==> config.mk <==
export PLATFORM = sky130hd
export DESIGN_NAME = interleaver_seq
export DESIGN_NICKNAME = d
export VERILOG_FILES = /design/src/rtl/tx_phy_pkg.sv /design/src/rtl/interleaver_seq.sv
export SDC_FILE = /design/constraint.sdc
export NUM_CORES = 1
export LEC_CHECK = 0
export CORE_UTILIZATION = 56
export DETAILED_ROUTE_END_ITERATION = 7
export PLACE_DENSITY = 0.82
export SLEW_MARGIN = 5
export SYNTH_ARGS = -nofsm -noshare
export SYNTH_HDL_FRONTEND = slang
export SYNTH_SLANG_ARGS = --single-unit
==> constraint.sdc <==
create_clock -name iClk -period 4.3 [get_ports iClk]
set_clock_uncertainty 0.15 [all_clocks]
set_input_delay 0.645 -clock iClk [delete_from_list [all_inputs] [get_ports iClk]]
set_output_delay 0.645 -clock iClk [all_outputs]
set_load 0.05 [all_outputs]
==> src/rtl/tx_phy_pkg.sv <==
// tx_phy_pkg: shared TX PHY definitions.
//   RATE_* : 4-bit RATE field codes handled by the interleaver path.
//   ncbps(rate)   : coded bits per OFDM symbol, 0 when the rate is not handled.
//   rate_ok(rate) : rate is one of the handled codes.
//   seq_state_t   : interleaver_seq frame states.
package tx_phy_pkg;

  localparam logic [3:0] RATE_6  = 4'b1101;
  localparam logic [3:0] RATE_12 = 4'b0101;
  localparam logic [3:0] RATE_24 = 4'b1001;

  typedef enum logic [2:0] {
    IDLE,
    CFG_SIG,
    SIG,
    CFG_DAT,
    DATA,
    FLUSH
  } seq_state_t;

  function automatic logic [7:0] ncbps(input logic [3:0] rate);
    case (rate)
      RATE_6:  return 8'd48;
      RATE_12: return 8'd96;
      RATE_24: return 8'd192;
      default: return 8'd0;
    endcase
  endfunction

  function automatic logic rate_ok(input logic [3:0] rate);
    return ncbps(rate) != 8'd0;
  endfunction

endpackage

==> src/rtl/interleaver_seq.sv <==
// interleaver_seq: frame sequencer for the TX interleaver.
// Loads the SIGNAL symbol (always 6 Mbit/s), then iNsym DATA symbols, then a
// flush symbol so the last loaded symbol drains out. Rate changes happen only
// in the one-cycle CFG states. Produces the real output-valid qualifier.
// Ports:
//   iClk, iRst            clock, async active-high reset
//   iStart, iRate, iNsym  frame request (sampled in IDLE only)
//   iInValid / oInReady   upstream coded-bit handshake
//   oIlvEN, oIlvRateEN, oIlvRate  interleaver controls
//   oFlush                interleaver iData must be forced to 0
//   oOutValid, oOutLast   qualify interleaver oData
//   oBusy, oDone, oErr    status (oDone/oErr registered pulses)
module interleaver_seq
  import tx_phy_pkg::*;
#(
  parameter int SYM_W = 11
) (
  input  logic             iClk,
  input  logic             iRst,
  input  logic             iStart,
  input  logic [3:0]       iRate,
  input  logic [SYM_W-1:0] iNsym,
  input  logic             iInValid,
  output logic             oInReady,
  output logic             oIlvEN,
  output logic             oIlvRateEN,
  output logic [3:0]       oIlvRate,
  output logic             oFlush,
  output logic             oOutValid,
  output logic             oOutLast,
  output logic             oBusy,
  output logic             oDone,
  output logic             oErr
);

  localparam logic [SYM_W-1:0] ONE = 1;

  seq_state_t       state;
  logic [3:0]       rateQ;
  logic [SYM_W-1:0] nsymQ;
  logic [SYM_W-1:0] symCnt;
  logic [7:0]       bitCnt;
  logic [7:0]       drainLeft;

  logic [7:0] curN;
  logic       xfer;
  logic       lastBit;
  logic       symDone;
  logic       flushEnd;

  // Symbol size of whatever is being loaded/flushed right now. The flush
  // drains the last loaded symbol, which is the SIG symbol when iNsym was 0.
  always_comb begin
    curN = 8'd0;
    case (state)
      SIG:     curN = 8'd48;
      DATA:    curN = ncbps(rateQ);
      FLUSH:   curN = (nsymQ == '0) ? 8'd48 : ncbps(rateQ);
      default: curN = 8'd0;
    endcase
  end

  assign oInReady   = (state == SIG) || (state == DATA);
  assign xfer       = iInValid & oInReady;
  assign oFlush     = (state == FLUSH);
  assign oIlvEN     = xfer | oFlush;
  assign oIlvRateEN = (state == CFG_SIG) || (state == CFG_DAT);
  assign oIlvRate   = (state == CFG_SIG) ? RATE_6 : rateQ;
  assign oBusy      = (state != IDLE);

  assign lastBit  = (bitCnt == curN - 8'd1);
  assign symDone  = xfer & lastBit;
  assign flushEnd = oFlush & lastBit;

  // Interleaver output is real only while the previous symbol still has bits
  // left; a larger symbol following a smaller one reads past the old data.
  assign oOutValid = oIlvEN & (drainLeft != 8'd0);
  assign oOutLast  = oOutValid & oFlush & (drainLeft == 8'd1);

  always_ff @(posedge iClk or posedge iRst) begin
    if (iRst) begin
      state     <= IDLE;
      rateQ     <= RATE_6;
      nsymQ     <= '0;
      symCnt    <= '0;
      bitCnt    <= 8'd0;
      drainLeft <= 8'd0;
      oDone     <= 1'b0;
      oErr      <= 1'b0;
    end else begin
      oDone <= 1'b0;
      oErr  <= 1'b0;

      if (symDone || flushEnd)
        bitCnt <= 8'd0;
      else if (oIlvEN)
        bitCnt <= bitCnt + 8'd1;

      // A completed symbol becomes the one being drained; reload wins over
      // the decrement on its final enable.
      if (symDone)
        drainLeft <= curN;
      else if (oIlvEN && drainLeft != 8'd0)
        drainLeft <= drainLeft - 8'd1;

      case (state)
        IDLE: begin
          if (iStart) begin
            if (rate_ok(iRate)) begin
              state     <= CFG_SIG;
              rateQ     <= iRate;
              nsymQ     <= iNsym;
              symCnt    <= '0;
              bitCnt    <= 8'd0;
              drainLeft <= 8'd0;
            end else begin
              oErr <= 1'b1;
            end
          end
        end
        CFG_SIG: state <= SIG;
        SIG: begin
          if (symDone)
            state <= (nsymQ == '0) ? FLUSH : CFG_DAT;
        end
        CFG_DAT: state <= DATA;
        DATA: begin
          if (symDone) begin
            symCnt <= symCnt + ONE;
            if (symCnt == nsymQ - ONE)
              state <= FLUSH;
          end
        end
        FLUSH: begin
          if (flushEnd) begin
            state <= IDLE;
            oDone <= 1'b1;
          end
        end
        default: state <= IDLE;
      endcase
    end
  end

endmodule

Yosys cells after proc, flatten, opt, wreduce, memory -nomap -nowiden
Cells that the tools add are included.

word-level totals
  input bits = 19
  register bits after elaboration = 47
  word-level logic and storage cells = 87
  output and inout bits = 13

cells by class
  bitwise gates (word level) = 7
  equal/unequal tests = 20
  add/sub/neg operators = 5
  reductions and logical operators = 13
  mux-type cells = 34

operators with widths
  cell                     number
  $mux W8                  13
  $pmux W8 S3              3
  $mux W11                 3
  $pmux W11 S2             1
  $mux W3                  7
  $pmux W3 S6              1
  $eq A4 B4 Y1 const B     4
  $reduce_bool A8 Y1       2
  $sub A8 B1 Y8 const B    2
  $add A11 B1 Y11 const B  1
  $eq A11 B11 Y1           1
  $logic_not A11 Y1        1
  $sub A11 B1 Y11 const B  1
  $add A8 B1 Y8 const B    1
  $eq A4 B3 Y1 const B     2
  $eq A8 B1 Y1 const B     1
  $eq A8 B8 Y1             1
  $ne A2 B2 Y1 const B     4
  $and A1 B1 Y1            6
  $eq A3 B2 Y1 const B     2
  $eq A3 B3 Y1 const B     2
  $reduce_and A6 Y1        1
  $mux W1                  5
  $mux W4                  1
  other kinds (10)         13

Depth between registers and ports, before layout
  depth in word-level cells = 12
  mapped depth = 15
  mapped depth without buffers = 13

Least setup slack after synthesis
OpenSTA, ideal clock, no wires.

  path type = flip-flop to output port
  start = reg drainLeft[2]
  end = out oOutLast
  stages on the path, launching flop included = 4
  data required time = 3.505 ns
  data arrival time = 2.614 ns
  slack = 0.891 ns
  path buffers = 0
  cell sequence = dfrtp_1 > or3_1 > nor4_1 > nor4bb_1

on the way
  longest elaborated chain between the ends = 4
  elaborated cells on any way between the ends = 5
  those cells by class = eq/ne: 1; bitwise: 3; reduce/logical: 1

RTL lines
  item                    RTL line                source
  from (decl)             interleaver_seq.sv:43   logic [7:0] drainLeft;
  from (signal assigned)  interleaver_seq.sv:102  drainLeft <= curN;
  from (signal assigned)  interleaver_seq.sv:104  drainLeft <= drainLeft - 8'd1;
  $reduce_bool A8 Y1      interleaver_seq.sv:77   assign oOutValid = oIlvEN & (drainLeft != 8'd0);
  $and A1 B1 Y1           interleaver_seq.sv:77
  $and A1 B1 Y1           interleaver_seq.sv:78   assign oOutLast = oOutValid & oFlush & (drainLeft == 8'd1);
  $and A1 B1 Y1 (*)       interleaver_seq.sv:78
  to (decl)               interleaver_seq.sv:30   output logic oOutLast,

Mark *: on every way between the ends. The rest lies on a longest branch, timed or not.

Worst setup path after layout
  start = reg nsymQ[6]
  end = reg symCnt[8]

on the way
  longest elaborated chain between the ends = 8

RTL lines
  item                         RTL line                source
  from (decl)                  interleaver_seq.sv:40   logic [SYM_W-1:0] nsymQ;
  from (signal assigned)       interleaver_seq.sv:112  nsymQ <= iNsym;
  $logic_not A11 Y1            interleaver_seq.sv:58   FLUSH: curN = (nsymQ == '0) ? 8'd48 : ncbps(rateQ);
  $mux W8                      interleaver_seq.sv:58
  $pmux W8 S3                  interleaver_seq.sv:55   case (state)
  $sub A8 B1 Y8                interleaver_seq.sv:71   assign lastBit = (bitCnt == curN - 8'd1);
  $eq A8 B8 Y1                 interleaver_seq.sv:71
  $and A1 B1 Y1                interleaver_seq.sv:72   assign symDone = xfer & lastBit;
  $ne A2 B2 Y1 (no line)       --
  $reduce_and A4 Y1 (no line)  --
  to (signal assigned)         interleaver_seq.sv:129  symCnt <= symCnt + ONE;
  to (decl)                    interleaver_seq.sv:41   logic [SYM_W-1:0] symCnt;

Every way passes these cells.
A chain may end at the register's enable or synchronous reset.

==> implementation parameters <==
Parameter                              Value

Route
  Number of routed nets with antenna violations ... 0
  Count of routing violations after the opening detailed-route iteration ... around 240
  Wirelength, routed ... between 6000 and 7000 um
  DR DRC count ... 0
  First-pass iteration count of the detailed router ... 5
  Vias per inst ... around 5.7
  Via count ... 2412
  Routed wire per std cell ... around 14 um

Synthesis
  Warnings from Yosys ... 0
  Sequential share of the synthesized area ... roughly 41%
  Cell count after synthesis ... 324
  Post-synth top area share ... 38.5%
  Count of distinct cell types in the synthesized netlist ... between 50 and 60
  Number of enable flip-flop cells after synthesis ... 0
  Synthesized area per cell ... approximately 8.8 um^2
  Most repeated cell in the gate-level netlist after synthesis ... sky130_fd_sc_hd__nand2_1
  Seq cells post-synth ... between 40 and 50
  Library cell with the largest summed area after synthesis ... sky130_fd_sc_hd__dfrtp_1
  Post-synthesis cell area ... approximately 2900 um^2
  Dominant cells by area after synthesis ... sky130_fd_sc_hd__dfrtp_1, sky130_fd_sc_hd__nand2_1, sky130_fd_sc_hd__xor2_1, sky130_fd_sc_hd__xnor2_1, sky130_fd_sc_hd__ha_1
  Most instantiated flip-flop cell in the synthesis netlist ... sky130_fd_sc_hd__dfrtp_1
  Net count after synthesis ... 350
  Async S/R FF share, synth ... between 90% and 100%
  Top cells by instance count after synthesis ... sky130_fd_sc_hd__nand2_1, sky130_fd_sc_hd__dfrtp_1, sky130_fd_sc_hd__nor2_1, sky130_fd_sc_hd__xor2_1, sky130_fd_sc_hd__a21oi_1

Worst setup path
  Worst Reg2Reg Path Length in Cells ... 11
  End point of the critical path ... symCnt[8]
  Critical path origin ... nsymQ[6]
  Peak fanout along the critical path ... 21
  Worst R2R Setup Slack ... around 600 ps
  Critical Path Slowest Stage Cell ... sky130_fd_sc_hd__or4_1
  Classification of the worst setup path ... reg -> reg
  Data arrival time at the worst-slack endpoint ... around 3800 ps
  Endpoint type of the worst setup path ... flop
  Reg2Reg Capture Point ... symCnt[8]
  Crit start category ... flop
  Worst path required time ... around 4400 ps
  Reg-to-Reg Start ... nsymQ[6]
  Delay contributed by the slowest stage of the critical path ... between 500 and 600 ps
  Worst path cell trace ... nor4_2 > nand4_2 > and2_1 > ha_1 > xor2_1 > nand2b_1 > a211oi_2 > a21oi_2 > o31a_1 > or4_1 > a21oi_1

STA
  Worst Slack Setup Final ... ~590 ps
  Headroom to the max-slew limit ... between 30% and 40%
  Worst Tran Pin Value ... between 900 and 1000 ps
  Setup total negative slack ... 0 ps
  Maximum clock frequency ... around 0.27 GHz
  Setup violators final ... 0
  Total count of hold-check failures in the final report ... 0
  Share of the cycle needed by the critical path after routing ... ~86%
  Setup repair after global routing missed its margin ... no
  Number of max-slew violations in the final report ... 0
  Hold WS ... between 300 and 400 ps
  Min Tclk post-route ... about 3700 ps

Floorplanning
  Die width ... 73.4 um
  Vertical die dimension ... 73.4 um
  I/O Pins ... 32
  Placement Rows ... 25
  Core Footprint ... approximately 4800 um^2
  Die outline area ... approximately 5400 um^2
  Starting density of the core ... between 50% and 60%

Global route
  GRT Overall Usage ... between 20 and 30%
  Global-route wire length before repair ... approximately 10000 um
  Global route overflow ... 0
  Initial antenna violation count ... 0
  Pin count of the biggest net entering global routing ... 48
  Via count of the first global-routing pass ... 2251

Clock tree
  Clock tree from TritonCTS ... done
  Post-CTS Hold Fix Bufs ... 0
  Latest clock arrival within the worst-skew pair ... ~300 ps
  Maximum buffer depth of the clock tree ... 2
  CTS resizes ... 0
  Sinks on Clock Net ... 47
  Clock input transition at the sequential cells of the worst setup and hold paths ... around 90 ps
  Root Driver ... sky130_fd_sc_hd__clkbuf_8
  Clock H-tree levels ... 2
  Post-CTS setup buffers ... 0
  Number of CTS-inserted buffers ... 5

Pwr
  Leakage power of the design ... roughly 1.5 nW
  IR drop worst, VDD ... around 0.20 mV
  Power per Cell Area ... roughly 350 nW/um^2

Layout
  ANT cells ... 0
  Area growth from synthesis to layout ... 17.5%
  Share of final-layout standard cells stronger than drive strength 1 ... 8.99%
  Final Net Count ... approximately 380
  Filler Cells Inserted ... 408
  Final instance area ... approximately 3400 um^2

Placed design
  Buffers added on ports ... 31
  Area post-placement ... between 3000 and 4000 um^2
  Place WS ... ~670 ps
  Placer's final routability congestion estimate ... just under 0.9
  Post-detail-place hpwl ... around 4300 um

Job
  Max-capacitance violation count ... 0

Status
  Run status ... finished clean

Worst hold path
  Worst min path class ... reg -> reg
-- cells by family (layout without fill, tap and decap cells) --
group	Yosys count	in the layout	synth area share [%]
xor gates and xnor gates	30	30	9.20
AOI/OAI and AO/OA	57	57	13.6
muxes	2	2	0.745
DFF	47	47	41.3
and+or+nand+nor	153	153	28.0
buffers and inverters	28	60	4.07
adders and majority gates	7	7	3.07
-- worst min-delay path by stage --
stage / from / endpoint / slack (ps) / cells after the start
after floorplan: rateQ[1] / rateQ[1] / 310 / 1
after global placement: rateQ[3] / rateQ[3] / 330 / 2
after detailed placement: rateQ[3] / rateQ[3] / 330 / 2
after CTS: rateQ[3] / rateQ[3] / 350 / 2
after global routing: rateQ[3] / rateQ[3] / 370 / 2
final: rateQ[3] / rateQ[3] / 340 / 2
-- per-stage QoR --
stage / power (mW) / std cells / util (%)
final: 1.19 / 423 / 69.7
after global routing: 1.26 / 423 / 69.7
after CTS: 1.20 / 423 / 69.7
after detailed placement: 0.860 / 415 / 67.2
after global placement: 0.850 / 415 / 67.2
after floorplan: 0.787 / 324 / -
-- critical path: cells and delay by family, from the launching register on --
family	cells	cell delay (ps)
adders and majority gates	1	310
and+or+nand+nor	5	1570
xor gates and xnor gates	1	130
DFF	1	450
AOI/OAI and AO/OA	4	1020
-- area by class of cell --
cell class                      instances  area, um^2  share of cell area (%)
Clock buffer                            6        82.6                    2.46
Clock inverter                          2        35.0                    1.04
Inverter                               16        60.1                    1.79
Multi-Input combinational cell        249        1570                    46.7
Sequential cell                        47        1180                    35.2
Tap cell                               67        83.8                    2.50
Timing Repair Buffer                   36         348                    10.4
-- metal layers --
metal / up-vias / global-route usage (%) / part of all wire (%)
met5: - / 0 / 0
li1: 1198 / - / -
met2: 65 / 36.3 / 44
met3: 8 / 4.12 / 4.7
met4: 0 / 10.0 / 1.3
met1: 1141 / 38.3 / 50
-- registers in the layout (all words and copies together) (netlist names) --
register	flops
nsymQ	11
oDone	1
oErr	1
state	3
drainLeft	8
rateQ	4
symCnt	11
bitCnt	8
-- report_power, final --
group | switching, mW | internal (mW)
clock network | 0.148 | 0.188
registers | 0.0811 | 0.517
logic | 0.126 | 0.129
-- cell usage in the layout, fill, tap and decap left out, types with 6 or more instances in the layout --
| master | instances |
|---|---|
| sky130_fd_sc_hd__a21oi_1 | 17 |
| sky130_fd_sc_hd__clkbuf_8 | 6 |
| sky130_fd_sc_hd__clkdlybuf4s50_1 | 31 |
| sky130_fd_sc_hd__dfrtp_1 | 44 |
| sky130_fd_sc_hd__ha_1 | 7 |
| sky130_fd_sc_hd__inv_1 | 15 |
| sky130_fd_sc_hd__nand2_1 | 56 |
| sky130_fd_sc_hd__nand3_1 | 9 |
| sky130_fd_sc_hd__nor2_1 | 23 |
| sky130_fd_sc_hd__nor3_1 | 11 |
| sky130_fd_sc_hd__o21ai_0 | 10 |
| sky130_fd_sc_hd__o31ai_1 | 9 |
| sky130_fd_sc_hd__or3_1 | 7 |
| sky130_fd_sc_hd__or4_1 | 7 |
| sky130_fd_sc_hd__xnor2_1 | 11 |
| sky130_fd_sc_hd__xor2_1 | 19 |
Power figures use the tool's default switching activity.
